==> src/rtl/fifo_wr_arbiter_if.sv <==
// Signal bundle between four write requesters, the arbiter and the FIFO write port.
// The arbiter side uses the master modport; the environment uses slave.
interface fifo_wr_arbiter_if;
  logic [3:0]  req;
  logic [3:0]  last;
  logic [31:0] din;
  logic        fifo_full;
  logic [3:0]  ack;
  logic        fifo_w_en;
  logic [7:0]  fifo_data;
  logic [1:0]  owner;
  logic        busy;
  logic        abort;
  logic [15:0] beat_cnt_total;

  modport master (
    input  req, last, din, fifo_full,
    output ack, fifo_w_en, fifo_data, owner, busy, abort, beat_cnt_total
  );

  modport slave (
    output req, last, din, fifo_full,
    input  ack, fifo_w_en, fifo_data, owner, busy, abort, beat_cnt_total
  );
endinterface

==> src/rtl/fifo_wr_arbiter.sv <==
// Round-robin arbiter that merges four 8-bit requesters into one FIFO write port.
// Grants are packet-based, with a burst limit and an idle-owner timeout.
module fifo_wr_arbiter #(
  parameter int MAX_BURST = 16,
  parameter int IDLE_TMO  = 8
) (
  input logic               wclk,
  input logic               wrst,
  fifo_wr_arbiter_if.master bus
);

  localparam int              BW         = (MAX_BURST > 1) ? $clog2(MAX_BURST) : 1;
  localparam logic [BW-1:0]   BURST_LAST = BW'(MAX_BURST - 1);
  localparam logic [7:0]      STALL_LAST = 8'(IDLE_TMO - 1);

  typedef enum logic {
    IDLE = 1'b0,
    BUSY = 1'b1
  } state_t;

  state_t        state;
  logic [1:0]    owner;
  logic [1:0]    rr_ptr;
  logic [BW-1:0] burst_cnt;
  logic [7:0]    stall_cnt;
  logic          abort_q;
  logic [15:0]   beat_cnt;

  logic          owner_req;
  logic          xfer;
  logic          pkt_end;
  logic          timeout;
  logic          grant_valid;
  logic [1:0]    grant_idx;
  logic [1:0]    cand;

  // NOTE: every variable written here gets a default first, otherwise paths that
  // skip an assignment would infer a latch.
  always_comb begin
    grant_valid = 1'b0;
    grant_idx   = rr_ptr;
    cand        = rr_ptr;
    // Walk from the farthest slot back to rr_ptr so the nearest requester wins.
    for (int k = 3; k >= 0; k--) begin
      cand = rr_ptr + 2'(k);
      if (bus.req[cand]) begin
        grant_valid = 1'b1;
        grant_idx   = cand;
      end
    end
  end

  assign owner_req = bus.req[owner];
  // Reset overrides any in-flight beat so nothing is written or acknowledged.
  assign xfer      = (state == BUSY) && owner_req && !bus.fifo_full && !wrst;
  assign pkt_end   = bus.last[owner] || (burst_cnt == BURST_LAST);
  assign timeout   = (state == BUSY) && !owner_req && !bus.fifo_full &&
                     (stall_cnt == STALL_LAST);

  // NOTE: sequential state uses non-blocking assignments so every register
  // samples the pre-edge values, independent of statement order.
  always_ff @(posedge wclk) begin
    if (wrst) begin
      state     <= IDLE;
      owner     <= 2'd0;
      rr_ptr    <= 2'd0;
      burst_cnt <= '0;
      stall_cnt <= 8'd0;
      abort_q   <= 1'b0;
      beat_cnt  <= 16'd0;
    end else begin
      abort_q <= 1'b0;
      if (xfer) beat_cnt <= beat_cnt + 16'd1;

      if (state == IDLE) begin
        if (grant_valid) begin
          state     <= BUSY;
          owner     <= grant_idx;
          rr_ptr    <= grant_idx + 2'd1;
          burst_cnt <= '0;
          stall_cnt <= 8'd0;
        end
      end else begin
        if (xfer) begin
          burst_cnt <= burst_cnt + BW'(1);
          stall_cnt <= 8'd0;
          if (pkt_end) state <= IDLE;
        end else if (owner_req) begin
          // Blocked only by a full FIFO: the owner is still active.
          stall_cnt <= 8'd0;
        end else if (timeout) begin
          state   <= IDLE;
          abort_q <= 1'b1;
        end else if (!bus.fifo_full) begin
          stall_cnt <= stall_cnt + 8'd1;
        end
      end
    end
  end

  assign bus.ack            = xfer ? (4'b0001 << owner) : 4'b0000;
  assign bus.fifo_w_en      = xfer;
  assign bus.fifo_data      = xfer ? bus.din[{owner, 3'b000} +: 8] : 8'h00;
  assign bus.owner          = owner;
  assign bus.busy           = (state == BUSY);
  assign bus.abort          = abort_q;
  assign bus.beat_cnt_total = beat_cnt;

endmodule

==> src/flat_wrapper.sv <==
// flat-port wrapper written by rule: the top's interface ports become plain ports
module fifo_wr_arbiter_flat 
#(
  parameter int MAX_BURST = 16,
  parameter int IDLE_TMO  = 8
)
  (wclk, wrst, bus_req, bus_last, bus_din, bus_fifo_full, bus_ack, bus_fifo_w_en, bus_fifo_data, bus_owner, bus_busy, bus_abort, bus_beat_cnt_total);
  fifo_wr_arbiter_if bus_i ();
  input logic wclk;
  input logic wrst;
  input wire logic [$bits(bus_i.req)-1:0] bus_req;
  input wire logic [$bits(bus_i.last)-1:0] bus_last;
  input wire logic [$bits(bus_i.din)-1:0] bus_din;
  input wire logic [$bits(bus_i.fifo_full)-1:0] bus_fifo_full;
  output wire logic [$bits(bus_i.ack)-1:0] bus_ack;
  output wire logic [$bits(bus_i.fifo_w_en)-1:0] bus_fifo_w_en;
  output wire logic [$bits(bus_i.fifo_data)-1:0] bus_fifo_data;
  output wire logic [$bits(bus_i.owner)-1:0] bus_owner;
  output wire logic [$bits(bus_i.busy)-1:0] bus_busy;
  output wire logic [$bits(bus_i.abort)-1:0] bus_abort;
  output wire logic [$bits(bus_i.beat_cnt_total)-1:0] bus_beat_cnt_total;
  assign bus_i.req = bus_req;
  assign bus_i.last = bus_last;
  assign bus_i.din = bus_din;
  assign bus_i.fifo_full = bus_fifo_full;
  assign bus_ack = bus_i.ack;
  assign bus_fifo_w_en = bus_i.fifo_w_en;
  assign bus_fifo_data = bus_i.fifo_data;
  assign bus_owner = bus_i.owner;
  assign bus_busy = bus_i.busy;
  assign bus_abort = bus_i.abort;
  assign bus_beat_cnt_total = bus_i.beat_cnt_total;
  fifo_wr_arbiter #(.MAX_BURST(MAX_BURST), .IDLE_TMO(IDLE_TMO)) u_core (.wclk(wclk), .wrst(wrst), .bus(bus_i));
endmodule
==> config.mk <==
export PLATFORM = sky130hd
export DESIGN_NAME = fifo_wr_arbiter_flat
export DESIGN_NICKNAME = d
export VERILOG_FILES = /design/src/rtl/fifo_wr_arbiter_if.sv /design/src/rtl/fifo_wr_arbiter.sv /design/src/flat_wrapper.sv
export SDC_FILE = /design/constraint.sdc
export NUM_CORES = 1
export LEC_CHECK = 0
export ABC_AREA = 1
export CORE_MARGIN = 3
export CORE_UTILIZATION = 40
export DETAILED_ROUTE_END_ITERATION = 7
export GPL_TIMING_DRIVEN = 0
export PLACE_DENSITY = 0.81
export SLEW_MARGIN = 20
export SYNTH_ARGS = -nofsm -noshare
export SYNTH_HDL_FRONTEND = slang
export SYNTH_SLANG_ARGS = --single-unit
==> constraint.sdc <==
create_clock -name wclk -period 2.39 [get_ports wclk]
set_input_delay 0.478 -clock wclk [delete_from_list [all_inputs] [get_ports wclk]]
set_output_delay 0.478 -clock wclk [all_outputs]
set_load 0.1 [all_outputs]
# Yosys cells after proc, flatten, opt, wreduce, memory -nomap -nowiden
# Cells that the tools add are included.
# word_totals
regBits	34
inputBits	43
out_inout_bits	33
wordCells	80
# op_classes
n_addsub	7
order_cmp	5
n_eq_ne	5
shift	2
mux	38
bitwise_logic	1
reduce_logical	15
# ops
cell	count
$mux W8	7
$shiftx A32 B6 Y8	1
$mux W1	17
$add A16 B1 Y16 const B	1
$mux W4	4
$lt A2 B3 Y1 const B	5
$bmux W1 S2	6
$add A8 B1 Y8 const B	1
$eq A8 B3 Y1 const B	1
$mux W2	4
$ne A4 B4 Y1 const B	2
$logic_and A1 B1 Y1	6
$add A2 B1 Y2 const B	2
$add A2 B2 Y2 const B	2
$add A4 B1 Y4 const B	1
$eq A4 B4 Y1 const B	1
$reduce_and A2 Y1	2
$reduce_or A4 Y1	1
$shl A1 B2 Y4 const A	1
$logic_not A1 Y1	3
$reduce_and A3 Y1	1
$ne A2 B2 Y1 const B	1
$reduce_bool A2 Y1	1
$logic_or A1 B1 Y1	1
$not A1 Y1	1

# Depth between registers and ports, before layout
# Gate-level depths: netlist of the first run.
# depth
ltp_word	10
mapped_depth	14
ltp_nobuf	13

# Worst setup path before layout of the first run
# No wires, ideal clock.
# synth_path
path_type	register to output
startpoint	reg u_core.owner[1], in the netlist u_core.bus.owner[1]
endpoint	out bus_ack[0]
t_arrival_ns	4.041
t_required_ns	1.912
path_slack_ns	-2.129
path_stages_with_launch	11
path_cell_list	dfxtp_1 > buf_6 > nand2_1 > inv_2 > nand2_2 > nand2_2 > nor2_4 > nor2_4 > nand3_2 > buf_2 > nor3_1
# synth_via
elab_chain_len	6
# synth_rtl
item	line	rtl
start: declaration	fifo_wr_arbiter.sv:22	logic [1:0] owner;
start signal: assignment	fifo_wr_arbiter.sv:78	owner <= grant_idx;
$bmux W1 S2	fifo_wr_arbiter.sv:53	assign owner_req = bus.req[owner];
$mux W1 (not written as such)	fifo_wr_arbiter.sv:53	
$logic_and A1 B1 Y1 (3 in series)	fifo_wr_arbiter.sv:55	assign xfer = (state == BUSY) && owner_req && !bus.fifo_full && !wrst;
$mux W4 (*)	fifo_wr_arbiter.sv:101	assign bus.ack = xfer ? (4'b0001 << owner) : 4'b0000;
end: declaration	flat_wrapper.sv:15	output wire logic [$bits(bus_i.ack)-1:0] bus_ack;
# Every way passes the cells marked *; elsewhere a longest branch is shown, timed or not. The select of a mux whose other input is x is not followed.

# Worst setup path in the final report of the first run
# layout_path
startpoint	reg u_core.owner[0], in the netlist u_core.bus.owner[0]
endpoint	out bus_fifo_data[6]
# layout_via
elab_chain_len	6
# layout_rtl
item	line	rtl
parallel branches: the longest is 5 deep, another holds $shiftx A32 B6 Y8	-	
$mux W8 (*)	fifo_wr_arbiter.sv:103	assign bus.fifo_data = xfer ? bus.din[{owner, 3'b000} +: 8] : 8'h00;
end: declaration	flat_wrapper.sv:17	output wire logic [$bits(bus_i.fifo_data)-1:0] bus_fifo_data;
# Every way passes the cells marked *. The select of a mux whose other input is x is not followed.

==> results of run 1 <==
## metrics by stage
stage / util [%] / setup TNS (ps) / hold slack [ps]
floorplan: - / -2680 / 450
global placement: 57.9 / -14880 / 470
detailed placement: 57.9 / -15130 / 474
CTS: 62.1 / -129 / 485
global route: 63.7 / -695 / 505
finish: 63.7 / -97.7 / 487
## routing by layer
| layer | vias up | track usage, % |
|---|---|---|
| met4 | 0 | 5.32 |
| met5 | - | 0 |
| met2 | 104 | 34.9 |
| li1 | 1417 | - |
| met3 | 12 | 3.88 |
| met1 | 1250 | 25.1 |
## final timing paths
| check | end | cells after the start |
|---|---|---|
| setup / recovery | bus_fifo_data[6] | 10 |
| hold / removal | u_core.bus.beat_cnt_total[13] | 2 |
| setup reg to reg | u_core.bus.beat_cnt_total[7] | 12 |
| hold reg to reg | u_core.bus.beat_cnt_total[13] | 2 |
## cell type report
class                      instances  area [um2]  area share [%]
multi-input combinational        291        1650            43.2
timing repair buffer              87         995            26.1
sequential                        34         689            18.1
inverter                          44         181            4.75
buffer                            10         113            2.95
tap                               75        93.8            2.46
clock buffer                       6        82.6            2.16
clock inverter                     2        12.5           0.328
## logic make-up after synthesis
family	after synthesis	synth area share, %
flip-flops	34	27.1
adder cells (fa/ha/maj)	3	1.50
AO/OA/AOI/OAI	55	17.3
buffers and inverters	55	10.3
XOR/XNOR	12	4.19
AND/OR/NAND/NOR	221	39.6
## report_power, final
part,switching (uW),internal [uW]
sequential,67.8,636
combinational,1050,599
clock,226,232
## cell usage in the layout (no fill, tap or decap), drive strengths merged
cell,count
and3,1
nand4,6
a31oi,8
and2,1
nor3b,1
clkinv,3
clkdlybuf4s50,50
nand2,126
inv,42
xor2,8
dlygate4sd2,6
dfxtp,34
a211oi,1
clkinvlp,1
buf,33
clkbuf,9
a21oi,27
nor2,41
dlymetal6s2s,5
xnor2,4
nor3,14
a22oi,8
nand3,30
ha,3
a21o,1
o21ai,10
nor4,1
## state kept, by name (all words and copies together), names as in the netlist
name / flops
u_core.bus.busy: 1
u_core.bus.abort: 1
u_core.rr_ptr: 2
u_core.bus.owner: 2
u_core.stall_cnt: 8
u_core.burst_cnt: 4
u_core.bus.beat_cnt_total: 16
## worst max-delay path, stage by stage, from the launching register on
cell	delay, ps
dfxtp_4	390
buf_6	130
nor2_4	120
nand2_2	70
o21ai_4	70
nor2_4	60
nor2_4	90
nand3_4	130
buf_12	190
a31oi_4	180
buf_12	200
## what timing repair did
item | in CTS | in global routing
gates cloned | 0 | 1
resized for setup | 120 | 17
hold buffers | 0 | 0
setup endpoints to repair | 15 | 18
setup buffers | 10 | 2
endpoints found under the hold margin | 0 | 0
pin swaps | 3 | 4
==> metrics.md, run 1 <==
| Metric | Value |
|---|---|
| Placed cell area | `3470 um2` |
| Setup violations, final | `8` |
| Max-cap viol count | `0` |
| Met2 routed WL | `3610 um` |
| Async set or reset register ratio after synthesis | `0%` |
| Synth area leader | `dfxtp_1` |
| Crit Path Category | `flop to primary output` |
| Row cnt | `28` |
| 1st-iter DRT viols | `around 120` |
| WL final | `7440 um` |
| Slew Limit Fails | `0` |
| Post-synth top area share | `between 20 and 30%` |
| RSZ-0062 raised after global routing | `yes` |
| Nets | `519` |
| Cell Count, Final, Fillers Out | `between 500 and 600` |
| Die extent in x | `85.2 um` |
| Die Footprint | `around 7300 um2` |
| DR vias/cell | `5.07` |
| Post-synthesis sequential area ratio | `between 20% and 30%` |
| Synth Net Count | `426` |
| Critical path launch point | `u_core.bus.owner[0]` |
| Post-synth top flop | `dfxtp_1` |
| Max layer used | `met4` |
| Yosys Warn Count | `0` |
| Arr. time, crit path | `1940 ps` |
| Clk buf depth | `2` |
| Total power | `2810 uW` |
| Gate Count Post-Synth | `380` |
| Setup slack, reg-to-reg | `approximately 470 ps` |
| Final Hold Viols | `0` |
| Starting Density | `between 40% and 50%` |
| Fmax achieved | `0.414 GHz` |
| Vias in the first global route | `roughly 2.6k` |
| Worst-Margin Slew | `999 ps` |
| Outcome | `finished, violations left` |
| Layout cells sized above 1 | `between 10% and 20%` |
| DRC errors left | `0` |
| Wire per inst | `13.5 um` |
| Gr usage total | `20.0%` |
| CP required | `between 1500 and 2000 ps` |
| PnR worst setup slack | `-26.8 ps` |
| First-pass GRT wire length | `11,900 um` |
| Design Area, Final | `roughly 3800 um2` |
| Hold path start | `u_core.bus.beat_cnt_total[13]` |
| Failing checks | `negative setup slack` |
| CTS buffer count | `5` |
| Distinct cells, synth | `35` |
| GR Overflow Total | `0` |
| Pre-Repair DR Iteration Count | `4` |
| R2R Path Start | `u_core.bus.owner[0]` |
| Area grow syn2layout | `52.0%` |
| Pwr/cell area | `736 nW/um2` |
| Gpl congestion | `0.922` |
| Crit-path max FO | `6` |
| Count leader, synth | `nand2_1` |
| Met3 wire length | `515 um` |
| CORE AREA | `~6000 um2` |
| Most common library cells after synthesis | `nand2_1 (121), inv_1 (37), nor2_1 (37)` |
| Max VDD drop | `0.487 mV` |
| Via count | `2,783` |
| Inserted Diodes | `0` |
| Post-DP HPWL | `5390 um` |
| Slew HR | `33.2%` |
| Critical path endpoint category | `primary output` |
| Synth area leaders | `dfxtp_1 (27%), nand2_1 (18%), a31oi_4 (6.8%), nand3_1 (5.6%), inv_1 (5.5%)` |
| HP Class | `flop to flop` |
| Met1 WL | `~3200 um` |
| Io pins | `76` |
| Root Buffer Master | `clkbuf_8` |
| Placed cell count | `529` |
| Antenna Nets Post-Route | `0` |
| PortBufs | `74` |
| Mean post-synth cell area | `6.61 um2` |
| Clock skew | `9.10 ps` |
| CTS tree | `built` |
| Initial antenna violation count | `0` |
| Die H | `85.2 um` |
| Worst setup SP type | `flop` |
| Tcrit/Tclk final | `101%` |
| Synthesized flop and latch total | `34` |
| Post-synth EDFFs | `0` |
| P_leak | `0.00159 uW` |
| Worst-path clk slew | `80 ps` |
| Largest net degree at the start of global routing | `12` |
| Fillcell total | `522` |
| Syn Std Cell Area | `~2500 um2` |
| # H-tree levels | `2` |
| Worst slack at placement | `-1230 ps` |
| CTS Sinks | `34` |
| Min Tclk post-route | `2420 ps` |
| Latest clock arrival within the worst-skew pair | `just under 300 ps` |
Power figures use the tool's default switching activity.
==> run 2, diff against run 1 <==
--- a/config.mk
+++ b/config.mk
@@ -6,6 +6,7 @@
 export NUM_CORES = 1
 export LEC_CHECK = 0
 export ABC_AREA = 1
+export ABC_CLOCK_PERIOD_IN_PS = 2390
 export CORE_MARGIN = 3
 export CORE_UTILIZATION = 40
 export DETAILED_ROUTE_END_ITERATION = 7
==> results of run 2 <==
No change in the layout: final DEF, timing and power equal those of run 1.
